$ cat src/rtl/hack_ctrl_mc_if.sv
// hack_ctrl_mc_if: bundle between the multicycle Hack controller and its ROM, RAM, ALU and run/halt control.
interface hack_ctrl_mc_if #(
    parameter int DATA_W = 16,
    parameter int ADDR_W = 15
);
    logic              run;
    logic [ADDR_W-1:0] pc;
    logic              instr_req;
    logic              instr_ack;
    logic [DATA_W-1:0] instruction;
    logic [ADDR_W-1:0] addressM;
    logic              mem_rd;
    logic              writeM;
    logic              mem_ack;
    logic [DATA_W-1:0] inM;
    logic [DATA_W-1:0] outM;
    logic [DATA_W-1:0] x_alu_in;
    logic [DATA_W-1:0] y_alu_in;
    logic [5:0]        alu_op;
    logic [DATA_W-1:0] alu_out;
    logic              zr;
    logic              ng;
    logic              halted;

    modport master (
        input  run, instr_ack, instruction, mem_ack, inM, alu_out, zr, ng,
        output pc, instr_req, addressM, mem_rd, writeM, outM, x_alu_in, y_alu_in, alu_op, halted
    );

    modport slave (
        output run, instr_ack, instruction, mem_ack, inM, alu_out, zr, ng,
        input  pc, instr_req, addressM, mem_rd, writeM, outM, x_alu_in, y_alu_in, alu_op, halted
    );
endinterface

$ cat src/rtl/hack_ctrl_mc.sv
// hack_ctrl_mc: multicycle Hack control unit with handshaked ROM/RAM, run gating and jump-to-self halt.
module hack_ctrl_mc #(
    parameter int          DATA_W   = 16,
    parameter int          ADDR_W   = 15,
    parameter int unsigned RESET_PC = 0
) (
    input  logic           clk,
    input  logic           rst,
    hack_ctrl_mc_if.master bus
);
    typedef enum logic [2:0] {FETCH, DECODE, MEM_RD, EXEC, MEM_WR, WB, HALT} state_t;

    state_t            state_q;
    logic [DATA_W-1:0] a_q, d_q, ir_q, m_q, r_q;
    logic [ADDR_W-1:0] pc_q;
    logic              j_q, halted_q;
    logic [ADDR_W-1:0] pc_inc, target;
    logic              jump, self_jump, unused_ir;

    assign pc_inc    = pc_q + ADDR_W'(1);
    assign target    = a_q[ADDR_W-1:0];
    assign jump      = (ir_q[2] & bus.ng) | (ir_q[1] & bus.zr) | (ir_q[0] & ~bus.ng & ~bus.zr);
    assign self_jump = j_q && target == pc_q;
    assign unused_ir = ^ir_q[DATA_W-2:13];

    always_ff @(posedge clk) begin
        if (rst) begin
            state_q  <= FETCH;
            pc_q     <= ADDR_W'(RESET_PC);
            a_q      <= '0;
            d_q      <= '0;
            ir_q     <= '0;
            m_q      <= '0;
            r_q      <= '0;
            j_q      <= 1'b0;
            halted_q <= 1'b0;
        end else begin
            case (state_q)
                FETCH: if (bus.run && bus.instr_ack) begin
                    ir_q    <= bus.instruction;
                    state_q <= DECODE;
                end
                DECODE: if (!ir_q[DATA_W-1]) begin
                    a_q     <= ir_q;
                    pc_q    <= pc_inc;
                    state_q <= FETCH;
                end else begin
                    state_q <= ir_q[12] ? MEM_RD : EXEC;
                end
                MEM_RD: if (bus.mem_ack) begin
                    m_q     <= bus.inM;
                    state_q <= EXEC;
                end
                EXEC: begin
                    r_q     <= bus.alu_out;
                    j_q     <= jump;
                    state_q <= ir_q[3] ? MEM_WR : WB;
                end
                MEM_WR: if (bus.mem_ack) state_q <= WB;
                WB: begin
                    // all WB updates see the pre-update A, so the jump target is the old A
                    if (ir_q[5]) a_q <= r_q;
                    if (ir_q[4]) d_q <= r_q;
                    pc_q     <= j_q ? target : pc_inc;
                    halted_q <= self_jump;
                    state_q  <= self_jump ? HALT : FETCH;
                end
                default: state_q <= HALT;
            endcase
        end
    end

    // reset gates the requests combinationally so an outstanding transfer is dropped at once
    assign bus.instr_req = !rst && state_q == FETCH && bus.run;
    assign bus.mem_rd    = !rst && state_q == MEM_RD;
    assign bus.writeM    = !rst && state_q == MEM_WR;
    assign bus.pc        = pc_q;
    assign bus.addressM  = a_q[ADDR_W-1:0];
    assign bus.outM      = r_q;
    assign bus.x_alu_in  = d_q;
    assign bus.y_alu_in  = ir_q[12] ? m_q : a_q;
    assign bus.alu_op    = ir_q[11:6];
    assign bus.halted    = halted_q;
endmodule
$ cat src/flat_wrapper.sv
// flat-port wrapper written by rule: the top's interface ports become plain ports
module hack_ctrl_mc_flat 
#(
    parameter int          DATA_W   = 16,
    parameter int          ADDR_W   = 15,
    parameter int unsigned RESET_PC = 0
)
  (clk, rst, bus_run, bus_instr_ack, bus_instruction, bus_mem_ack, bus_inM, bus_alu_out, bus_zr, bus_ng, bus_pc, bus_instr_req, bus_addressM, bus_mem_rd, bus_writeM, bus_outM, bus_x_alu_in, bus_y_alu_in, bus_alu_op, bus_halted);
  hack_ctrl_mc_if #(.DATA_W(DATA_W), .ADDR_W(ADDR_W)) bus_i ();
  input  logic clk;
  input  logic rst;
  input wire logic [$bits(bus_i.run)-1:0] bus_run;
  input wire logic [$bits(bus_i.instr_ack)-1:0] bus_instr_ack;
  input wire logic [$bits(bus_i.instruction)-1:0] bus_instruction;
  input wire logic [$bits(bus_i.mem_ack)-1:0] bus_mem_ack;
  input wire logic [$bits(bus_i.inM)-1:0] bus_inM;
  input wire logic [$bits(bus_i.alu_out)-1:0] bus_alu_out;
  input wire logic [$bits(bus_i.zr)-1:0] bus_zr;
  input wire logic [$bits(bus_i.ng)-1:0] bus_ng;
  output wire logic [$bits(bus_i.pc)-1:0] bus_pc;
  output wire logic [$bits(bus_i.instr_req)-1:0] bus_instr_req;
  output wire logic [$bits(bus_i.addressM)-1:0] bus_addressM;
  output wire logic [$bits(bus_i.mem_rd)-1:0] bus_mem_rd;
  output wire logic [$bits(bus_i.writeM)-1:0] bus_writeM;
  output wire logic [$bits(bus_i.outM)-1:0] bus_outM;
  output wire logic [$bits(bus_i.x_alu_in)-1:0] bus_x_alu_in;
  output wire logic [$bits(bus_i.y_alu_in)-1:0] bus_y_alu_in;
  output wire logic [$bits(bus_i.alu_op)-1:0] bus_alu_op;
  output wire logic [$bits(bus_i.halted)-1:0] bus_halted;
  assign bus_i.run = bus_run;
  assign bus_i.instr_ack = bus_instr_ack;
  assign bus_i.instruction = bus_instruction;
  assign bus_i.mem_ack = bus_mem_ack;
  assign bus_i.inM = bus_inM;
  assign bus_i.alu_out = bus_alu_out;
  assign bus_i.zr = bus_zr;
  assign bus_i.ng = bus_ng;
  assign bus_pc = bus_i.pc;
  assign bus_instr_req = bus_i.instr_req;
  assign bus_addressM = bus_i.addressM;
  assign bus_mem_rd = bus_i.mem_rd;
  assign bus_writeM = bus_i.writeM;
  assign bus_outM = bus_i.outM;
  assign bus_x_alu_in = bus_i.x_alu_in;
  assign bus_y_alu_in = bus_i.y_alu_in;
  assign bus_alu_op = bus_i.alu_op;
  assign bus_halted = bus_i.halted;
  hack_ctrl_mc #(.DATA_W(DATA_W), .ADDR_W(ADDR_W), .RESET_PC(RESET_PC)) u_core (.clk(clk), .rst(rst), .bus(bus_i));
endmodule
$ cat config.mk
export PLATFORM = sky130hd
export DESIGN_NAME = hack_ctrl_mc_flat
export DESIGN_NICKNAME = d
export VERILOG_FILES = /design/src/rtl/hack_ctrl_mc_if.sv /design/src/rtl/hack_ctrl_mc.sv /design/src/flat_wrapper.sv
export SDC_FILE = /design/constraint.sdc
export NUM_CORES = 1
export LEC_CHECK = 0
export CAP_MARGIN = 30
export CORE_ASPECT_RATIO = 0.9
export CORE_MARGIN = 3
export CORE_UTILIZATION = 47
export CTS_CLUSTER_DIAMETER = 60
export DETAILED_ROUTE_END_ITERATION = 7
export GPL_ROUTABILITY_DRIVEN = 1
export PLACE_DENSITY = 0.8
export SYNTH_ARGS = -nofsm -noshare
export SYNTH_HDL_FRONTEND = slang
export SYNTH_SLANG_ARGS = --single-unit
$ cat constraint.sdc
create_clock -name clk -period 2.1 [get_ports clk]
set_input_delay 0.21 -clock clk [delete_from_list [all_inputs] [get_ports clk]]
set_output_delay 0.21 -clock clk [all_outputs]
set_load 0.005 [all_outputs]
==> results of run 1 <==
==> where the power goes <==
part | total (W) | leakage, nW | switching (W) | internal, W
clock | 0.00120 | 0.0964 | 0.000715 | 0.000485
combinational | 0.000834 | 1.24 | 0.000376 | 0.000458
sequential | 0.00211 | 0.810 | 0.000139 | 0.00197
==> cell type report <==
class                   count  area share
clock inverters             6    0.008685
repair buffers            165      0.2550
multi-input cells         431      0.3731
well taps                 122     0.02408
clock buffers              10     0.02171
inverters                   2    0.001184
flip-flops and latches    100      0.3162
==> routing by layer <==
| layer | up-vias | GRT usage | routed length [µm] |
|---|---|---|---|
| met4 | 0 | 0.08980 | 270 |
| met5 | - | 0 | 0 |
| met2 | 216 | 0.4024 | 6606 |
| met1 | 2263 | 0.3179 | 5983 |
| li1 | 2287 | - | - |
| met3 | 29 | 0.07023 | 1331 |
==> registers in the layout, summed over array words and instances, names as in the netlist <==
name / count
u_core.a_q: 16
u_core.bus.halted: 1
u_core.bus.outM: 16
u_core.bus.pc: 15
u_core.bus.x_alu_in: 16
u_core.ir_q: 16
u_core.j_q: 1
u_core.m_q: 16
u_core.state_q: 3
==> worst min-delay path by stage <==
| stage | end | start | slack (ns) | cells after the start |
|---|---|---|---|---|
| floorplan | u_core.m_q[0] | bus_inM[0] | 0.35 | 2 |
| global placement | u_core.m_q[13] | u_core.m_q[13] | 0.44 | 2 |
| detailed placement | u_core.m_q[13] | u_core.m_q[13] | 0.45 | 2 |
| CTS | u_core.bus.pc[5] | rst | 0.25 | 2 |
| global route | u_core.bus.pc[6] | rst | 0.27 | 2 |
| finish | u_core.bus.pc[5] | rst | 0.27 | 2 |
==> cells in the mapped netlist, drive strengths merged, types with 2 or more instances <==
cell type,instances,share of area
a211oi,3,0.0048
a21oi,79,0.084
a22oi,7,0.011
a311oi,16,0.030
a31oi,8,0.011
and2,6,0.0080
and3,3,0.0040
buf,29,0.042
clkbuf,35,0.028
dfxtp,100,0.43
inv,2,0.0016
mux2,17,0.041
nand2,155,0.12
nand2b,5,0.0067
nand3,22,0.025
nand3b,3,0.0048
nand4,9,0.012
nor2,27,0.022
nor2b,3,0.0040
nor3,5,0.0064
nor4,10,0.015
nor4b,2,0.0037
o211ai,2,0.0032
o21ai,10,0.011
o32ai,2,0.0037
or2,3,0.0040
or4,4,0.0064
xor2,17,0.032
==> cells by family after synthesis <==
kind of cell	count (synthesis)
AND/OR/NAND/NOR	262
AO/OA/AOI/OAI	134
flip-flops	100
buffers and inverters	66
XOR/XNOR	17
multiplexers	17
adder cells (fa/ha/maj)	1
==> metrics by stage <==
step	setup slack, ns	area [µm²]
floorplan	0.2557	4683
global placement	0.3351	6128
detailed placement	0.2549	6128
CTS	-0.00003419	6322
global route	-0.03197	6339
finish	0.1041	6339
==> results.json, run 1 <==
{
  "timing.hold.ws_ns": 0.2739,
  "ant_nets": 0,
  "synthMuxAreaShare": 0.04088,
  "via_count": 4795,
  "design.portCount": 143,
  "cts.sinks": 100,
  "final_cell_mix": "nand2_1 (155), clkdlybuf4s50_1 (141), dfxtp_1 (98)",
  "synth_compound_area_frac": 0.1710,
  "cpPeakStageDelay_ns": 0.52,
  "final.period_utilization": 0.9504,
  "grt_overflow": 0,
  "cp-start-kind": "flip-flop",
  "final_cells": 836,
  "grt_pass1_wl_mm": 22.59,
  "insertion_delay_ns": 0.37,
  "post_drt_wl_per_cell_um": 16.98,
  "cts_tree": "done",
  "synth_adder_area_share": 0.002672,
  "ys_ff_latch": 100,
  "worstMarginPinSlew_ns": 0.6736,
  "worstSetupPathType": "flip-flop to output pin",
  "nFillCells": 803,
  "drive_above_1_share": 0.09524,
  "synthFlopType": "dfxtp_1",
  "syn_area_per_cell_um2": 7.845,
  "areaGrowthSynthToFinish_pct": 35.35,
  "cp_max_fo": 10,
  "p_leak_nw": 2.145,
  "numCtsBuffers": 9,
  "grt_max_degree": 38,
  "drv_cap": 0,
  "drt_first_iter_violations": 292,
  "rrSetupSlack_ns": 0.27,
  "cp-end-kind": "output pin",
  "finalSetupViolations": 0,
  "grt_pass1_vias": 4427,
  "status": "finished clean",
  "max_freq_mhz": 501.0,
  "drv_slew": 0,
  "die_w_um": 111.2,
  "timing.rr.start": "u_core.bus.pc[0]",
  "synth-edff-count": 0,
  "critPathCapture": "bus_instr_req",
  "nets": 765,
  "synth-simple-area-share": 0.2543,
  "dp_hpwl_mm": 10.60,
  "yosysSeqAreaShare": 0.4275,
  "antenna_found_initial": 0,
  "hold_class": "input port to flip-flop",
  "r2r_cells": 5,
  "hold_viol": 0,
  "cts.hold.buffers_added": 0,
  "place_inst": 820,
  "worst_ep_arrival_time_ns": 1.79,
  "cp_cell_sequence": "buf_4 > nor2_2 > and3_1 > clkdlybuf4s50_1",
  "cp_top_family": "buffers and inverters",
  "utilization": 0.6733,
  "post_drt_via_cell_ratio": 5.736,
  "clock_skew_ns": 0.01351,
  "synth_cell_types": 50,
  "layout_commonest_cell": "nand2_1",
  "clockRootBuffer": "clkbuf_8",
  "synth_top_family_by_area": "simple AND/OR/NAND/NOR gates",
  "fp.dieH_um": 100.7,
  "n_antenna_cell": 0,
  "grt_use_total": 0.2479,
  "crit_cells": 4,
  "maxSlewHeadroom": 0.5496,
  "ir_drop_v": 0.0003706,
  "tns_ns": 0,
  "syn_inst": 597,
  "cts_max_level": 3,
  "post_cts.repair.setup_buffers": 0,
  "cp_slowest_cell": "clkdlybuf4s50_1",
  "rows": 33,
  "synth_xor_area_frac": 0.03179,
  "critPathBufInv": 2,
  "globalplace.congestion": 0.9227,
  "cts_resized": 1,
  "worst_ep_required_time_ns": 1.89,
  "ys_warn_count": 0,
  "p_total_w": 0.004146,
  "timing.rr.end": "u_core.bus.pc[14]",
  "clk_path_buf_depth": 2,
  "seq_area_um2": 2004,
  "io_buffers": 142,
  "critPathLaunch": "u_core.state_q[0]",
  "clkTransAtPathRegs_ns": 0.10,
  "core_um2": 9414,
  "power_density_nw_per_um2": 654.1,
  "wirelength_mm": 14.19,
  "start_util": 0.4975,
  "drc_errors": 0,
  "synth_area_um2": 4683,
  "fp.dieArea_um2": 11200,
  "multi_input_area_um2": 2365,
  "synth_fp_nets": 653,
  "period_needed_ns": 1.996,
  "async_flop_share": 0,
  "drt-pass1-iter-count": 4
}
Note: power is estimated with default switching activity, not from simulation.
==> inputs of run 2 (changes only) <==
--- a/config.mk
+++ b/config.mk
@@ -7,7 +7,6 @@
 export LEC_CHECK = 0
 export CAP_MARGIN = 30
 export CORE_ASPECT_RATIO = 0.9
-export CORE_MARGIN = 3
 export CORE_UTILIZATION = 47
 export CTS_CLUSTER_DIAMETER = 60
 export DETAILED_ROUTE_END_ITERATION = 7
==> run 2 against run 1 <==
Against the previous run: first-iteration DRC count shrank 27%; clock skew grew 0.0034 ns; power grew 1.4%; critical path type unchanged; via count shrank 2.1%; largest power group unchanged; worst setup slack lost 0.023 ns; clock power grew 4%; highest routed layer unchanged.
==> results.json, run 2 (synthesized netlist as in run 1, its figures left out) <==
{
  "nets": 770,
  "drive_above_1_share": 0.1015,
  "wirelength_mm": 14.46,
  "drv_cap": 0,
  "grt_pass1_vias": 4519,
  "cp_max_fo": 10,
  "hold_class": "input port to flip-flop",
  "clock_skew_ns": 0.01692,
  "post_cts.repair.setup_buffers": 0,
  "final.period_utilization": 0.9612,
  "p_leak_nw": 2.169,
  "max_freq_mhz": 495.4,
  "fp.dieArea_um2": 10370,
  "grt_max_degree": 41,
  "drc_errors": 0,
  "rsz0062_at_grt": "false",
  "ir_drop_v": 0.0003336,
  "n_antenna_cell": 0,
  "insertion_delay_ns": 0.38,
  "clockRootBuffer": "clkbuf_8",
  "drt_first_iter_violations": 213,
  "dp_hpwl_mm": 10.69,
  "die_w_um": 107.2,
  "post_drt_wl_per_cell_um": 17.11,
  "cts.hold.buffers_added": 0,
  "nFillCells": 835,
  "cts_max_level": 3,
  "drt-pass1-iter-count": 5,
  "fp.dieH_um": 96.70,
  "cts_tree": "done",
  "start_util": 0.4850,
  "antenna_found_initial": 0,
  "place_area_um2": 6158,
  "hold_viol": 0,
  "drv_slew": 0,
  "place_inst": 829,
  "clk_path_buf_depth": 2,
  "post_drt_via_cell_ratio": 5.554,
  "utilization": 0.6601,
  "maxSlewHeadroom": 0.5462,
  "grt_use_total": 0.2812,
  "numCtsBuffers": 9,
  "areaGrowthSynthToFinish_pct": 36.12,
  "status": "finished clean",
  "io_buffers": 142,
  "cts_resized": 4,
  "period_needed_ns": 2.018,
  "core_um2": 9657,
  "worstSetupPathType": "flip-flop to output pin",
  "cp-start-kind": "flip-flop",
  "ant_nets": 0,
  "worst_ep_arrival_time_ns": 1.81,
  "layout_commonest_cell": "nand2_1",
  "cts.sinks": 100,
  "via_count": 4693,
  "worst_ep_required_time_ns": 1.89,
  "finalSetupViolations": 0,
  "grt_pass1_wl_mm": 23.00,
  "cp-end-kind": "output pin",
  "clkTransAtPathRegs_ns": 0.10,
  "worstMarginPinSlew_ns": 0.6788,
  "final_cells": 845,
  "design_area_um2": 6375,
  "design.portCount": 143,
  "grt_overflow": 0,
  "rows": 34,
  "power_density_nw_per_um2": 659.3,
  "tns_ns": 0,
  "globalplace.congestion": 0.8744,
  "final_cell_mix": "nand2_1 (155), clkdlybuf4s50_1 (141), dfxtp_1 (97)"
}
-- run 2: cell types whose count changed in the layout (fill, tap and decap cells not counted), sizes merged --
cell,before,now
clkinv,2,1
buf,24,29
inv,5,6
-- run 2: report_power, final --
group	switching (W)	internal, W	leakage, nW
clock	0.000750	0.000499	0.100
sequential	0.000124	0.00197	0.811
combinational	0.000396	0.000460	1.26
total	0.00127	0.00293	2.17
-- run 2: final timing paths --
| check | slack [ns] | depth (start not counted) | endpoint | from |
|---|---|---|---|---|
| worst max register to register | 0.20 | 5 | u_core.bus.pc[14] | u_core.bus.pc[0] |
| worst min-delay path | 0.29 | 2 | u_core.ir_q[3] | rst |
| worst min register to register | 0.46 | 2 | u_core.m_q[1] | u_core.m_q[1] |
| worst max-delay path | 0.08 | 4 | bus_instr_req | u_core.state_q[0] |
-- run 2: layout make-up --
| type | instances | area, µm² | area share |
|---|---|---|---|
| multi-input combinational | 431 | 2359 | 0.3700 |
| inverter | 2 | 7.507 | 0.001178 |
| sequential | 100 | 2008 | 0.3150 |
| clock buffer | 10 | 137.6 | 0.02159 |
| timing repair buffer | 170 | 1642 | 0.2575 |
| tap | 126 | 157.7 | 0.02473 |
| clock inverter | 6 | 63.81 | 0.01001 |
-- run 2: through the flow --
| step | worst slack [ns] | power (W) | hold WS, ns |
|---|---|---|---|
| 6_report | 0.08157 | 0.004203 | 0.2884 |
| 5_1_grt | 0.01403 | 0.004355 | 0.2910 |
| 4_1_cts | 0.01655 | 0.004196 | 0.2672 |
| 3_5_place_dp | 0.1600 | 0.002981 | 0.4475 |
| 3_3_place_gp | 0.2075 | 0.002966 | 0.4382 |
| 2_1_floorplan | 0.2557 | 0.002549 | 0.3460 |
-- run 2: critical path: stages (launching register included) --
cell and delay, ns:
dfxtp_1 0.37, buf_4 0.19, nor2_2 0.17, and3_1 0.21, clkdlybuf4s50_1 0.51
-- run 2: metal layers --
| metal | share of wire | track usage |
|---|---|---|
| met5 | 0 | 0 |
| met4 | 0.020 | 0.08325 |
| met3 | 0.074 | 0.06469 |
| met2 | 0.47 | 0.4591 |
| met1 | 0.43 | 0.3687 |
